==> config.mk <==
export PLATFORM = sky130hd
export DESIGN_NAME = cook_sequencer
export DESIGN_NICKNAME = d
export VERILOG_FILES = /design/src/rtl/cook_sequencer.sv
export SDC_FILE = /design/constraint.sdc
export NUM_CORES = 1
export LEC_CHECK = 0
export CORE_UTILIZATION = 52
export DETAILED_ROUTE_END_ITERATION = 16
export PLACE_DENSITY = 0.82
export SLEW_MARGIN = 10
export SYNTH_ARGS = -nofsm -noshare
export SYNTH_HDL_FRONTEND = slang
export SYNTH_SLANG_ARGS = --single-unit
==> constraint.sdc <==
create_clock -name clk -period 2.6 [get_ports clk]
set_input_delay 0.26 -clock clk [delete_from_list [all_inputs] [get_ports clk]]
set_output_delay 0.26 -clock clk [all_outputs]
set_load 0.02 [all_outputs]
==> src/rtl/cook_sequencer.sv <==
// ---------------------------------------------------------------------------
// cook_sequencer
//   Microwave cook controller. Owns the mm:ss BCD time register and the cook
//   FSM. It steers the external timer_controler through enablen: low selects
//   keypad entry (pgt_1Hz is a key strobe), high selects the 1 Hz countdown
//   (pgt_1Hz is a second tick).
//
// Optional feature macro: QUICK_START_EN
//   defined   : start in IDLE at 00:00 (door closed) loads QUICK_ADD_S and
//               cooks; start while cooking adds QUICK_ADD_S (BCD, sat 99:59)
//   undefined : start in IDLE and in COOK is ignored
//
// Ports
//   clk          100 Hz system clock
//   clearn       asynchronous active-low reset
//   bcd[3:0]     keypad digit from timer_controler
//   loadn        key-valid from timer_controler (status only, not used)
//   pgt_1Hz      key strobe (entry) / second tick (cook), asynchronous
//   startn       active-low debounced start button
//   stopn        active-low debounced stop/clear button
//   door_closed  1 = door closed
//   enablen      timer_controler mode select (0 entry, 1 countdown)
//   min_tens, min_ones, sec_tens, sec_ones   BCD time digits
//   mag_on       magnetron enable
//   done_beep    beeper enable
//   state[2:0]   FSM state code
// ---------------------------------------------------------------------------
module cook_sequencer #(
  parameter int DONE_BEEP_S = 3,
  parameter int QUICK_ADD_S = 30
) (
  input  logic       clk,
  input  logic       clearn,
  input  logic [3:0] bcd,
  input  logic       loadn,
  input  logic       pgt_1Hz,
  input  logic       startn,
  input  logic       stopn,
  input  logic       door_closed,
  output logic       enablen,
  output logic [3:0] min_tens,
  output logic [3:0] min_ones,
  output logic [3:0] sec_tens,
  output logic [3:0] sec_ones,
  output logic       mag_on,
  output logic       done_beep,
  output logic [2:0] state
);

  localparam logic [2:0] S_IDLE  = 3'd0;
  localparam logic [2:0] S_ENTRY = 3'd1;
  localparam logic [2:0] S_COOK  = 3'd2;
  localparam logic [2:0] S_PAUSE = 3'd3;
  localparam logic [2:0] S_DONE  = 3'd4;

  localparam int BEEP_W = (DONE_BEEP_S > 1) ? $clog2(DONE_BEEP_S) : 1;
  localparam logic [BEEP_W-1:0] BEEP_LAST = BEEP_W'(DONE_BEEP_S - 1);

  // ---------------------------------------------------------------------
  // Input conditioning
  // ---------------------------------------------------------------------
  logic [2:0] pgt_sync_q;   // [1:0] synchroniser, [2] edge history
  logic [1:0] startn_q;
  logic [1:0] stopn_q;

  always_ff @(posedge clk or negedge clearn) begin
    if (!clearn) begin
      pgt_sync_q <= 3'b000;
      startn_q   <= 2'b11;    // released, so reset release gives no event
      stopn_q    <= 2'b11;
    end else begin
      pgt_sync_q <= {pgt_sync_q[1:0], pgt_1Hz};
      startn_q   <= {startn_q[0], startn};
      stopn_q    <= {stopn_q[0], stopn};
    end
  end

  logic tick, start_ev, stop_ev;
  assign tick     = pgt_sync_q[1] & ~pgt_sync_q[2];
  assign start_ev = startn_q[1] & ~startn_q[0];
  assign stop_ev  = stopn_q[1] & ~stopn_q[0];

  logic unused_loadn;
  assign unused_loadn = loadn;

  // ---------------------------------------------------------------------
  // State
  // ---------------------------------------------------------------------
  logic [2:0]        state_q,    state_d;
  logic [15:0]       time_q,     time_d;      // {mt, mo, st, so}
  logic [BEEP_W-1:0] beep_cnt_q, beep_cnt_d;
  logic [1:0]        blank_q,    blank_d;
  logic              enablen_q,  enablen_d;
  logic              mag_on_q,   mag_on_d;
  logic              done_beep_q, done_beep_d;

  // BCD countdown by one second. Only the seconds borrow clamps to 5:9;
  // an entered tens-of-seconds above 5 simply counts down through it.
  function automatic logic [15:0] dec_time(input logic [15:0] t);
    logic [3:0] mt, mo, st, so;
    {mt, mo, st, so} = t;
    if (so != 4'd0) begin
      so = so - 4'd1;
    end else begin
      so = 4'd9;
      if (st != 4'd0) begin
        st = st - 4'd1;
      end else begin
        st = 4'd5;
        if (mo != 4'd0) begin
          mo = mo - 4'd1;
        end else begin
          mo = 4'd9;
          mt = mt - 4'd1;
        end
      end
    end
    return {mt, mo, st, so};
  endfunction

  // ---------------------------------------------------------------------
  // Quick start adder
  // ---------------------------------------------------------------------
  logic        quick_en;
  logic [15:0] quick_time;

`ifdef QUICK_START_EN
  localparam int QA_MIN = QUICK_ADD_S / 60;
  localparam int QA_SEC = QUICK_ADD_S % 60;
  localparam logic [3:0] QA_SO = 4'(QA_SEC % 10);
  localparam logic [3:0] QA_ST = 4'(QA_SEC / 10);
  localparam logic [3:0] QA_MO = 4'(QA_MIN % 10);
  localparam logic [3:0] QA_MT = 4'((QA_MIN / 10) % 10);

  // Digit-wise BCD add; tens-of-seconds carries at 6. A carry out of the
  // minutes-tens digit saturates the whole display at 99:59.
  function automatic logic [15:0] quick_add(input logic [15:0] t);
    logic [4:0] s;
    logic       c;
    logic [3:0] mt, mo, st, so;
    s  = {1'b0, t[3:0]} + {1'b0, QA_SO};
    c  = (s >= 5'd10);
    so = c ? 4'(s - 5'd10) : s[3:0];
    s  = {1'b0, t[7:4]} + {1'b0, QA_ST} + {4'b0, c};
    c  = (s >= 5'd6);
    st = c ? 4'(s - 5'd6) : s[3:0];
    s  = {1'b0, t[11:8]} + {1'b0, QA_MO} + {4'b0, c};
    c  = (s >= 5'd10);
    mo = c ? 4'(s - 5'd10) : s[3:0];
    s  = {1'b0, t[15:12]} + {1'b0, QA_MT} + {4'b0, c};
    c  = (s >= 5'd10);
    mt = c ? 4'(s - 5'd10) : s[3:0];
    if (c) return 16'h9959;
    return {mt, mo, st, so};
  endfunction

  assign quick_en   = 1'b1;
  assign quick_time = quick_add(time_q);
`else
  logic [31:0] unused_quick_add;
  assign unused_quick_add = QUICK_ADD_S;
  assign quick_en         = 1'b0;
  assign quick_time       = time_q;
`endif

  // ---------------------------------------------------------------------
  // Next-state logic. Branch order encodes the same-cycle priority:
  // stop > door open > start > tick.
  // ---------------------------------------------------------------------
  logic        tick_ok, key_ok, time_zero;
  logic [15:0] time_dec;

  // timer_controler switches its pgt_1Hz source on enablen changes; ticks
  // seen while blank_q is non-zero are glitches of that switch.
  assign tick_ok   = tick & (blank_q == 2'd0);
  assign key_ok    = tick_ok & (bcd <= 4'd9);
  assign time_zero = (time_q == 16'h0000);
  assign time_dec  = dec_time(time_q);

  always_comb begin
    state_d    = state_q;
    time_d     = time_q;
    beep_cnt_d = (state_q == S_DONE) ? beep_cnt_q : '0;

    case (state_q)
      S_IDLE: begin
        if (stop_ev) begin
          time_d = 16'h0000;
        end else if (quick_en && start_ev && door_closed && time_zero) begin
          time_d  = quick_time;
          state_d = S_COOK;
        end else if (key_ok) begin
          time_d  = {time_q[11:0], bcd};
          state_d = S_ENTRY;
        end
      end

      S_ENTRY: begin
        if (stop_ev) begin
          time_d  = 16'h0000;
          state_d = S_IDLE;
        end else if (start_ev && door_closed && !time_zero) begin
          state_d = S_COOK;
        end else if (key_ok) begin
          time_d = {time_q[11:0], bcd};
        end
      end

      S_COOK: begin
        if (stop_ev || !door_closed) begin
          state_d = S_PAUSE;
        end else if (quick_en && start_ev) begin
          time_d = quick_time;
        end else if (tick_ok) begin
          time_d = time_dec;
          if (time_dec == 16'h0000) state_d = S_DONE;
        end
      end

      S_PAUSE: begin
        if (stop_ev) begin
          time_d  = 16'h0000;
          state_d = S_IDLE;
        end else if (start_ev && door_closed) begin
          state_d = S_COOK;
        end
      end

      S_DONE: begin
        if (stop_ev) begin
          time_d  = 16'h0000;
          state_d = S_IDLE;
        end else if (tick_ok) begin
          if (beep_cnt_q == BEEP_LAST) begin
            time_d     = 16'h0000;
            state_d    = S_IDLE;
            beep_cnt_d = '0;
          end else begin
            beep_cnt_d = beep_cnt_q + BEEP_W'(1);
          end
        end
      end

      default: begin
        time_d  = 16'h0000;
        state_d = S_IDLE;
      end
    endcase
  end

  // Outputs are decoded from the next state so they move on the same edge
  // as the state register.
  always_comb begin
    enablen_d   = (state_d == S_COOK) || (state_d == S_PAUSE) || (state_d == S_DONE);
    mag_on_d    = (state_d == S_COOK);
    done_beep_d = (state_d == S_DONE);
    if (enablen_d != enablen_q)  blank_d = 2'd2;
    else if (blank_q != 2'd0)    blank_d = blank_q - 2'd1;
    else                         blank_d = 2'd0;
  end

  always_ff @(posedge clk or negedge clearn) begin
    if (!clearn) begin
      state_q     <= S_IDLE;
      time_q      <= 16'h0000;
      beep_cnt_q  <= '0;
      blank_q     <= 2'd0;
      enablen_q   <= 1'b0;
      mag_on_q    <= 1'b0;
      done_beep_q <= 1'b0;
    end else begin
      state_q     <= state_d;
      time_q      <= time_d;
      beep_cnt_q  <= beep_cnt_d;
      blank_q     <= blank_d;
      enablen_q   <= enablen_d;
      mag_on_q    <= mag_on_d;
      done_beep_q <= done_beep_d;
    end
  end

  assign state     = state_q;
  assign enablen   = enablen_q;
  assign mag_on    = mag_on_q;
  assign done_beep = done_beep_q;
  assign {min_tens, min_ones, sec_tens, sec_ones} = time_q;

endmodule

# --- Word-level counts from Yosys, hierarchy flattened ---
# Index checks and enable logic that the tools add are counted.
# Widths: inputs -> output; s select.
totals:
  regBits: 33
  wordCells: 96
  in_bits: 11
  out_inout_bits: 22
classes:
  n_bitwise: 8
  order_cmp: 1
  eq_ne: 15
  reduce_logical: 16
  add_sub_neg: 6
  mux: 40
op_table:
  columns: ["op", "count"]
  rows:
  - ["$mux 16", 10]
  - ["$pmux 16 s5", 1]
  - ["$mux 3", 12]
  - ["$mux 4", 9]
  - ["$logic_not 16->1", 2]
  - ["$sub 4x1->4 const B", 4]
  - ["$pmux 3 s5", 1]
  - ["$mux 2", 7]
  - ["$eq 3x2->1 const B", 4]
  - ["$reduce_bool 4->1", 3]
  - ["$eq 3x3->1 const B", 2]
  - ["$ne 2x2->1 const B", 3]
  - ["$ne 3x3->1 const B", 2]
  - ["$reduce_and 6->1", 1]
  - ["$and 1x1->1", 5]
  - ["$le 4x4->1 const B", 1]
  - ["$eq 3x1->1 const B", 1]
  - ["$logic_not 3->1", 1]
  - ["$logic_or 1x1->1", 3]
  - ["$ne 3x2->1 const B", 1]
  - ["$not 1->1", 3]
  - ["$add 2x1->2 const B", 1]
  - ["$eq 2x2->1 const B", 1]
  - ["$logic_and 1x1->1", 2]
  - ["5 further kinds", 6]

# --- Logic depth before layout (Yosys ltp) ---
# Gate-level depths: netlist of the first run.
logic_depth:
  depth_word: 14
  depth_mapped: 8
  depth_no_buf: 8

# --- Worst setup path before layout of the first run ---
# No wires, ideal clock.
synth_path:
  path_kind: "register -> register"
  from: "register time_q[1], in the netlist quick_time[1]"
  to: "register enablen_q, in the netlist enablen"
  setup_slack_ns: 0.096
  stages_incl_launch_ff: 8
  n_path_buf: 1
  required_time_ns: 2.476
  period_less_slack_ns: 2.504
  setup_ns: 0.124
  arrival_ns: 2.380
  cell_sequence: "dfrtp_1 > buf_6 > or4_4 > nor4_4 > nand2_1 > a221oi_2 > a21oi_1 > or2_1"
synth_via:
  elab_chain_len: 10
  elab_cells_between_ends: 21
  classes_between: "1 x add/sub; 3 x eq/ne; 10 x mux; 7 x reduce/logical"
synth_lines:
  columns: ["element", "line_no", "source"]
  rows:
  - ["start: declaration", "90", "logic [15:0] time_q, time_d;"]
  - ["start signal: assignment", "273", "time_q <= time_d;"]
  - ["$sub 4x1->4 or $reduce_bool 4->1 (tied branches)", "103, 102", null]
  - ["$mux 4", "102", "if (so != 4'd0) begin"]
  - ["$logic_not 16->1", "216", "if (time_dec == 16'h0000) state_d = S_DONE;"]
  - ["$mux 3", "216", null]
  - ["$mux 3", "214", "end else if (tick_ok) begin"]
  - ["$mux 3", "210", "if (stop_ev || !door_closed) begin"]
  - ["$pmux 3 s5 *", "185", "case (state_q)"]
  - ["$eq 3x2->1", "254", "enablen_d = (state_d == S_COOK) || (state_d == S_PAUSE) || (state_d == S_DONE);"]
  - ["$logic_or 1x1->1", "254", null]
  - ["$logic_or 1x1->1 *", "254", null]
  - ["via enablen_d", "93", "logic enablen_q, enablen_d;"]
  - ["end signal: assignment", "276", "enablen_q <= enablen_d;"]
  - ["end: declaration", "93", null]
# The timed path passes the listed nets; every way through them passes the cells marked *.
# A chain may end at the register's enable or synchronous reset.

# --- Worst setup path in the final report of the first run ---
layout_path:
  from: "register time_q[4], in the netlist quick_time[4]"
  to: "register time_q[1], in the netlist quick_time[1]"
layout_via:
  elab_chain_len: 5
layout_lines:
  columns: ["element", "line_no", "source"]
  rows:
  - ["$logic_not 16->1", "177", "assign time_zero = (time_q == 16'h0000);"]
  - ["$logic_not 1->1", "202", "end else if (start_ev && door_closed && !time_zero) begin"]
  - ["$logic_and 1x1->1", "202", null]
  - ["$ne 3x3->1 (no source line)", null, null]
  - ["$reduce_and 6->1 (no source line)", null, null]
# No other way between the ends.

==> run metrics, run 1 <==
status=finished clean; post-synthesis sequential area ratio=43.6%; CTS tree=yes; DP HPWL=around 3.1 mm; slowest cell on the critical path=or4_4; unrepaired setup endpoints after global routing=no; final wirelength=about 4.4 mm; type of the worst min-delay path=in -> async; area of the die=just under 0.004 mm^2; Final Wtd Congestion=about 0.86; Initial Util=55.8%; Slew headroom=between 50% and 60%; Cell Chain, Critical Path=or4_4 -> nor4_4 -> a31o_4 -> nand3_4 -> a211o_4 -> o21ai_1; slack of the critical path=between 200 and 250 ps; Fin. Hold Viols=0; GR Util All Layers=~26%; Final TNS setup=0 ps; Final setup viols=0; # rows=21; io pins=33; Power per Cell Area=approximately 1200 mW/mm^2; crit-path max cell delay=approximately 580 ps; Worst-Margin Slew=~600 ps; Distinct cells, synth=around 50; flops & latches, synth=33; Setup Buffers After CTS=0; syn_area_per_cell=roughly 9.3 um^2; pre-CTS WS=about 230 ps; Post-synth ARST share=100%; Layout fillers=about 280; Worst-Skew Late Latency=roughly 350 ps; clock slew at reported path FFs=about 110 ps; DRC viols=0; FMAX=between 400 and 500 MHz; Peak VDD IR=between 0.0006 and 0.0007 V; nets@finish=263; dpl cell area=between 0.002 and 0.0025 mm^2; biggest area consumer among synthesized cells=dfrtp_1; WP data required=around 2900 ps; largest net degree at the start of global routing=34; first-pass GRT wire length=just under 8 mm; GR Overflow Total=0; Syn Inst Count=between 200 and 250; yosys warns=0; layout cells sized above 1=about 16%; htree depth=2; initial antenna violation count=0; Worst Skew=roughly 12 ps; Critical Path End Type=register; Worst Setup Start Kind=register; final hold slack=around 300 ps; EDFF count, synth=0; Die Width=about 63 um; total CTS buffers=5; number of max-cap violations=0; CP delay by family, top=simple AND/OR/NAND/NOR gates; Pins Over Slew Limit=0; core box area=approximately 0.0034 mm^2; routed vias=between 1,500 and 2,000; final instance area=between 0.002 and 0.0025 mm^2; WL/cell=between 10 and 15 um; Routed Antenna Nets=0; Syn Nets=218; CTS Hold Buffers Added=0; Final min period=2380 ps; Layout area overhead=29.5%; post_cts resized=0; drt first pass iters=5; IO buf count=31; diodes inserted=0; final worst path period share=91.4%; CP bufs+invs=0; vias per cell=approximately 6.1; leak pwr=0.000994 uW; clk sinks=33; top cells by area, synth=dfrtp_1, dfstp_2, nand2_1; ys flop type=dfrtp_1; DRT iter0 DRCs=around 140; CTS root buf=clkbuf_4; die height=62.5 um; worst-path fanout max=9; vias in the first global route=~1,600; top-area cell type share of the netlist area=between 30% and 40%; Worst EP arrival=roughly 2700 ps; clock tree buffer depth=2; crit path kind=reg -> reg; mapped cell area=0.00191 mm^2
[path summary, 6_finish.rpt]
path / start / end / slack [ps] / cells past startpoint
max in group asynchronous: clearn / stopn_q[1] / 1980 / 2
min reg2reg: pgt_sync_q[0] / pgt_sync_q[1] / 360 / 0
min: clearn / quick_time[0] / 300 / 2
min in group clk: stopn / stopn_q[0] / 310 / 1
max: quick_time[4] / quick_time[1] / 220 / 6
max reg2reg: quick_time[4] / quick_time[1] / 220 / 6
[cells in the mapped netlist (all sizes together), types with 4 or more instances]
library cell  instances
nand2b                5
clkbuf                7
nor2b                 6
nor2                 11
dfrtp                29
o21ai                18
nand2                26
a21oi                15
inv                   5
a22oi                 6
a31oi                 5
or4                   4
o22ai                 5
or3                   4
dfstp                 4
nor3                  8
[metrics by stage]
stage	total power (uW)	utilization (%)	instances
floorplan	1930	-	205
global placement	2520	69.7	289
detailed placement	2550	69.7	289
CTS	2970	72.2	297
global route	3190	72.2	297
finish	2970	72.2	297
[power breakdown]
part / total, uW / internal [uW] / switching [uW] / leakage (uW)
Clock: 404 / 229 / 174 / 0.0000455
Combinational: 1760 / 794 / 966 / 0.000529
Sequential: 806 / 642 / 164 / 0.000420
[kinds of logic after synthesis]
group                    after synthesis  share of synthesized area [%]
AND/OR/NAND/NOR                       80                           23.9
AO/OA/AOI/OAI                         70                           25.0
XOR/XNOR                               4                           1.84
adder cells (fa/ha/maj)                2                           1.31
buffers and inverters                 14                           3.22
flip-flops                            33                           43.6
multiplexers                           2                           1.12
[worst register-to-register path, delay by kind of cell (launching register included)]
family	cells	cell delay, ps
compound gates	3	820
flops	1	400
simple gates	3	1090
[metal layers]
metal  GRT usage [%]  vias up  part of all wire (%)
li1                -      862                     -
met3            4.93        7                   6.2
met2            37.5       69                    46
met1            37.0      867                    46
met5               0        -                     0
met4            10.5        0                   1.5
[layout by cell type (no fill, tap or decap), types with 2 or more instances in the layout]
master / count
clkdlybuf4s50_1: 31
dfrtp_1: 29
nand2_1: 26
a21oi_1: 15
buf_4: 14
nor2_1: 11
o21ai_0: 11
nor3_1: 8
o21ai_1: 7
nor2b_1: 6
a22oi_1: 6
inv_1: 5
nand2b_1: 5
o22ai_1: 5
a31oi_1: 5
clkbuf_4: 5
or3_1: 4
dfstp_2: 4
or4_1: 3
nand3b_1: 3
a2bb2oi_1: 3
a41o_1: 2
o211ai_1: 2
or4b_2: 2
nor4b_1: 2
a211oi_1: 2
xnor2_1: 2
nor4_1: 2
xor2_1: 2
ha_1: 2
buf_12: 2
[layout make-up]
cell class              instances  area [um^2]  area share [%]
multi-input cells             158         1020            41.3
repair buffers                 47          455            18.5
inverters                       5         18.8           0.761
well taps                      46         57.6            2.33
flip-flops and latches         33          831            33.7
clock inverters                 1         30.0            1.22
clock buffers                   7         55.1            2.23
[flip-flops by register name, summed over array words and instances, names as in the netlist]
| signal | cells |
|---|---|
| quick_time | 16 |
| pgt_sync_q | 3 |
| state | 3 |
| beep_cnt_q | 2 |
| blank_q | 2 |
| startn_q | 2 |
| stopn_q | 2 |
| done_beep | 1 |
| enablen | 1 |
| mag_on | 1 |
Note: power is estimated with default switching activity, not from simulation.
==> run 2: changes to the inputs <==
CORE_UTILIZATION = 43   (was 52)
PLACE_DENSITY = 0.7   (was 0.82)
REMOVE_ABC_BUFFERS = 1   (was unset)
==> run metrics, run 2 (same netlist as run 1, synthesis figures left out) <==
final worst path period share=90.5%; CTS root buf=clkbuf_8; Reg-to-Reg End=quick_time[1]; hold path endpoint=pgt_sync_q[1]; crit-path max cell delay=about 580 ps; Worst-Margin Slew=between 500 and 600 ps; total CTS buffers=5; # rows=23; DRC viols=0; routed vias=roughly 1,700; CTS Hold Buffers Added=0; clock tree buffer depth=2; die height=68.6 um; Final Wtd Congestion=around 0.81; crit path kind=reg -> reg; type of the worst min-delay path=reg -> reg; io pins=33; final wirelength=approximately 4.7 mm; Worst R2R Setup Slack=250 ps; reg2reg path depth=6; Seq. cell area=between 800 and 900 um^2; Setup Buffers After CTS=0; Pins Over Slew Limit=0; diodes inserted=0; Layout area overhead=31.5%; vias in the first global route=1,699; WL/cell=between 15 and 20 um; commonest non-fill, non-tap cell in the layout=clkdlybuf4s50_1; Worst EP arrival=between 2000 and 3000 ps; Cell Chain, Critical Path=or4_4 -> nor4_4 -> a31o_4 -> nand3_4 -> a211o_4 -> o21ai_1; Worst Setup Start Kind=register; Slew headroom=between 60% and 70%; r2r startpoint=quick_time[4]; unrepaired setup endpoints after global routing=no; worst-path fanout max=9; clock slew at reported path FFs=~70 ps; GR Util All Layers=between 20% and 30%; leak pwr=slightly above 0.001 uW; area occupied by multi-input gates=about 0.001 mm^2; hold_sp=pgt_sync_q[0]; vias per cell=roughly 5.7; htree depth=2; WP data required=2810 ps; post_cts resized=0; Power per Cell Area=1200 mW/mm^2; number of max-cap violations=0; drt first pass iters=4; slowest cell on the critical path=or4_4; slack of the critical path=248 ps; commonest non-fill, non-tap cells in the layout=clkdlybuf4s50_1, dfrtp_1, nand2_1, buf_4, a21oi_1; clk sinks=33; largest net degree at the start of global routing=34; Initial Util=46.3%; Final TNS setup=0 ps; Worst-Skew Late Latency=between 200 and 300 ps; status=finished clean; IO buf count=31; Routed Antenna Nets=0; CTS tree=yes; area of the die=roughly 0.0047 mm^2; pre-CTS WS=~200 ps; Worst Skew=3.68 ps; Final min period=around 2400 ps; initial antenna violation count=0; hold depth=0; Die Width=roughly 69 um; nets@finish=between 200 and 300; Critical Path End Type=register; first-pass GRT wire length=about 7.9 mm; core box area=0.00412 mm^2; GR Overflow Total=0; Fin. Hold Viols=0; FMAX=between 400 and 500 MHz; Layout fillers=368; Final setup viols=0; max reg flops=16; DRT iter0 DRCs=~140; DP HPWL=3.26 mm; Peak VDD IR=about 0.00063 V; layout cells sized above 1=around 17%
-- run 2: how the worst max path moves through the flow --
stage,startpoint,endpoint,slack [ps]
global placement,door_closed,quick_time[3],210
global route,quick_time[4],quick_time[10],120
detailed placement,door_closed,quick_time[7],200
CTS,quick_time[4],quick_time[1],240
floorplan,blank_q[1],quick_time[2],-420
finish,quick_time[4],quick_time[1],250
-- run 2: report_power, final --
part	internal [uW]	switching [uW]	leakage [uW]
Combinational	803	978	0.000547
Clock	239	193	0.0000542
Sequential	643	149	0.000420
-- run 2: final cells by class --
| cell class | instances | area share (%) |
|---|---|---|
| flip-flops and latches | 33 | 33.2 |
| repair buffers | 51 | 18.9 |
| clock inverters | 1 | 0.200 |
| well taps | 50 | 2.50 |
| inverters | 5 | 0.749 |
| clock buffers | 7 | 3.84 |
| multi-input cells | 158 | 40.7 |
-- run 2: layer usage --
layer / track usage (%) / share of wire, %
met1: 31.1 / 47
met2: 35.3 / 47
met3: 5.43 / 4.8
met4: 7.29 / 1.1
met5: 0 / 0
-- run 2: per-stage QoR --
stage          util (%)  area [um^2]  power (uW)  cells  hold slack [ps]
4_1_cts            60.9         2510        3010    305              367
5_1_grt            60.9         2510        3250    305              365
6_report           60.9         2510        3000    305              366
3_5_place_dp       58.4         2400        2570    297              357
3_3_place_gp       58.4         2400        2550    297              335
2_1_floorplan         -         1860        1880    196            -35.6
-- run 2: critical path: cells and delay by family (launching register included) --
family / cells / cell delay (ps)
compound gates: 3 / 810
flops: 1 / 380
simple gates: 3 / 1080
==> run 3: changes to the inputs <==
CTS_CLUSTER_SIZE = 40   (was unset)
HOLD_SLACK_MARGIN = 0.02   (was unset)
==> results of run 3 <==
Final layout, timing and power as in run 2 (identical DEF).
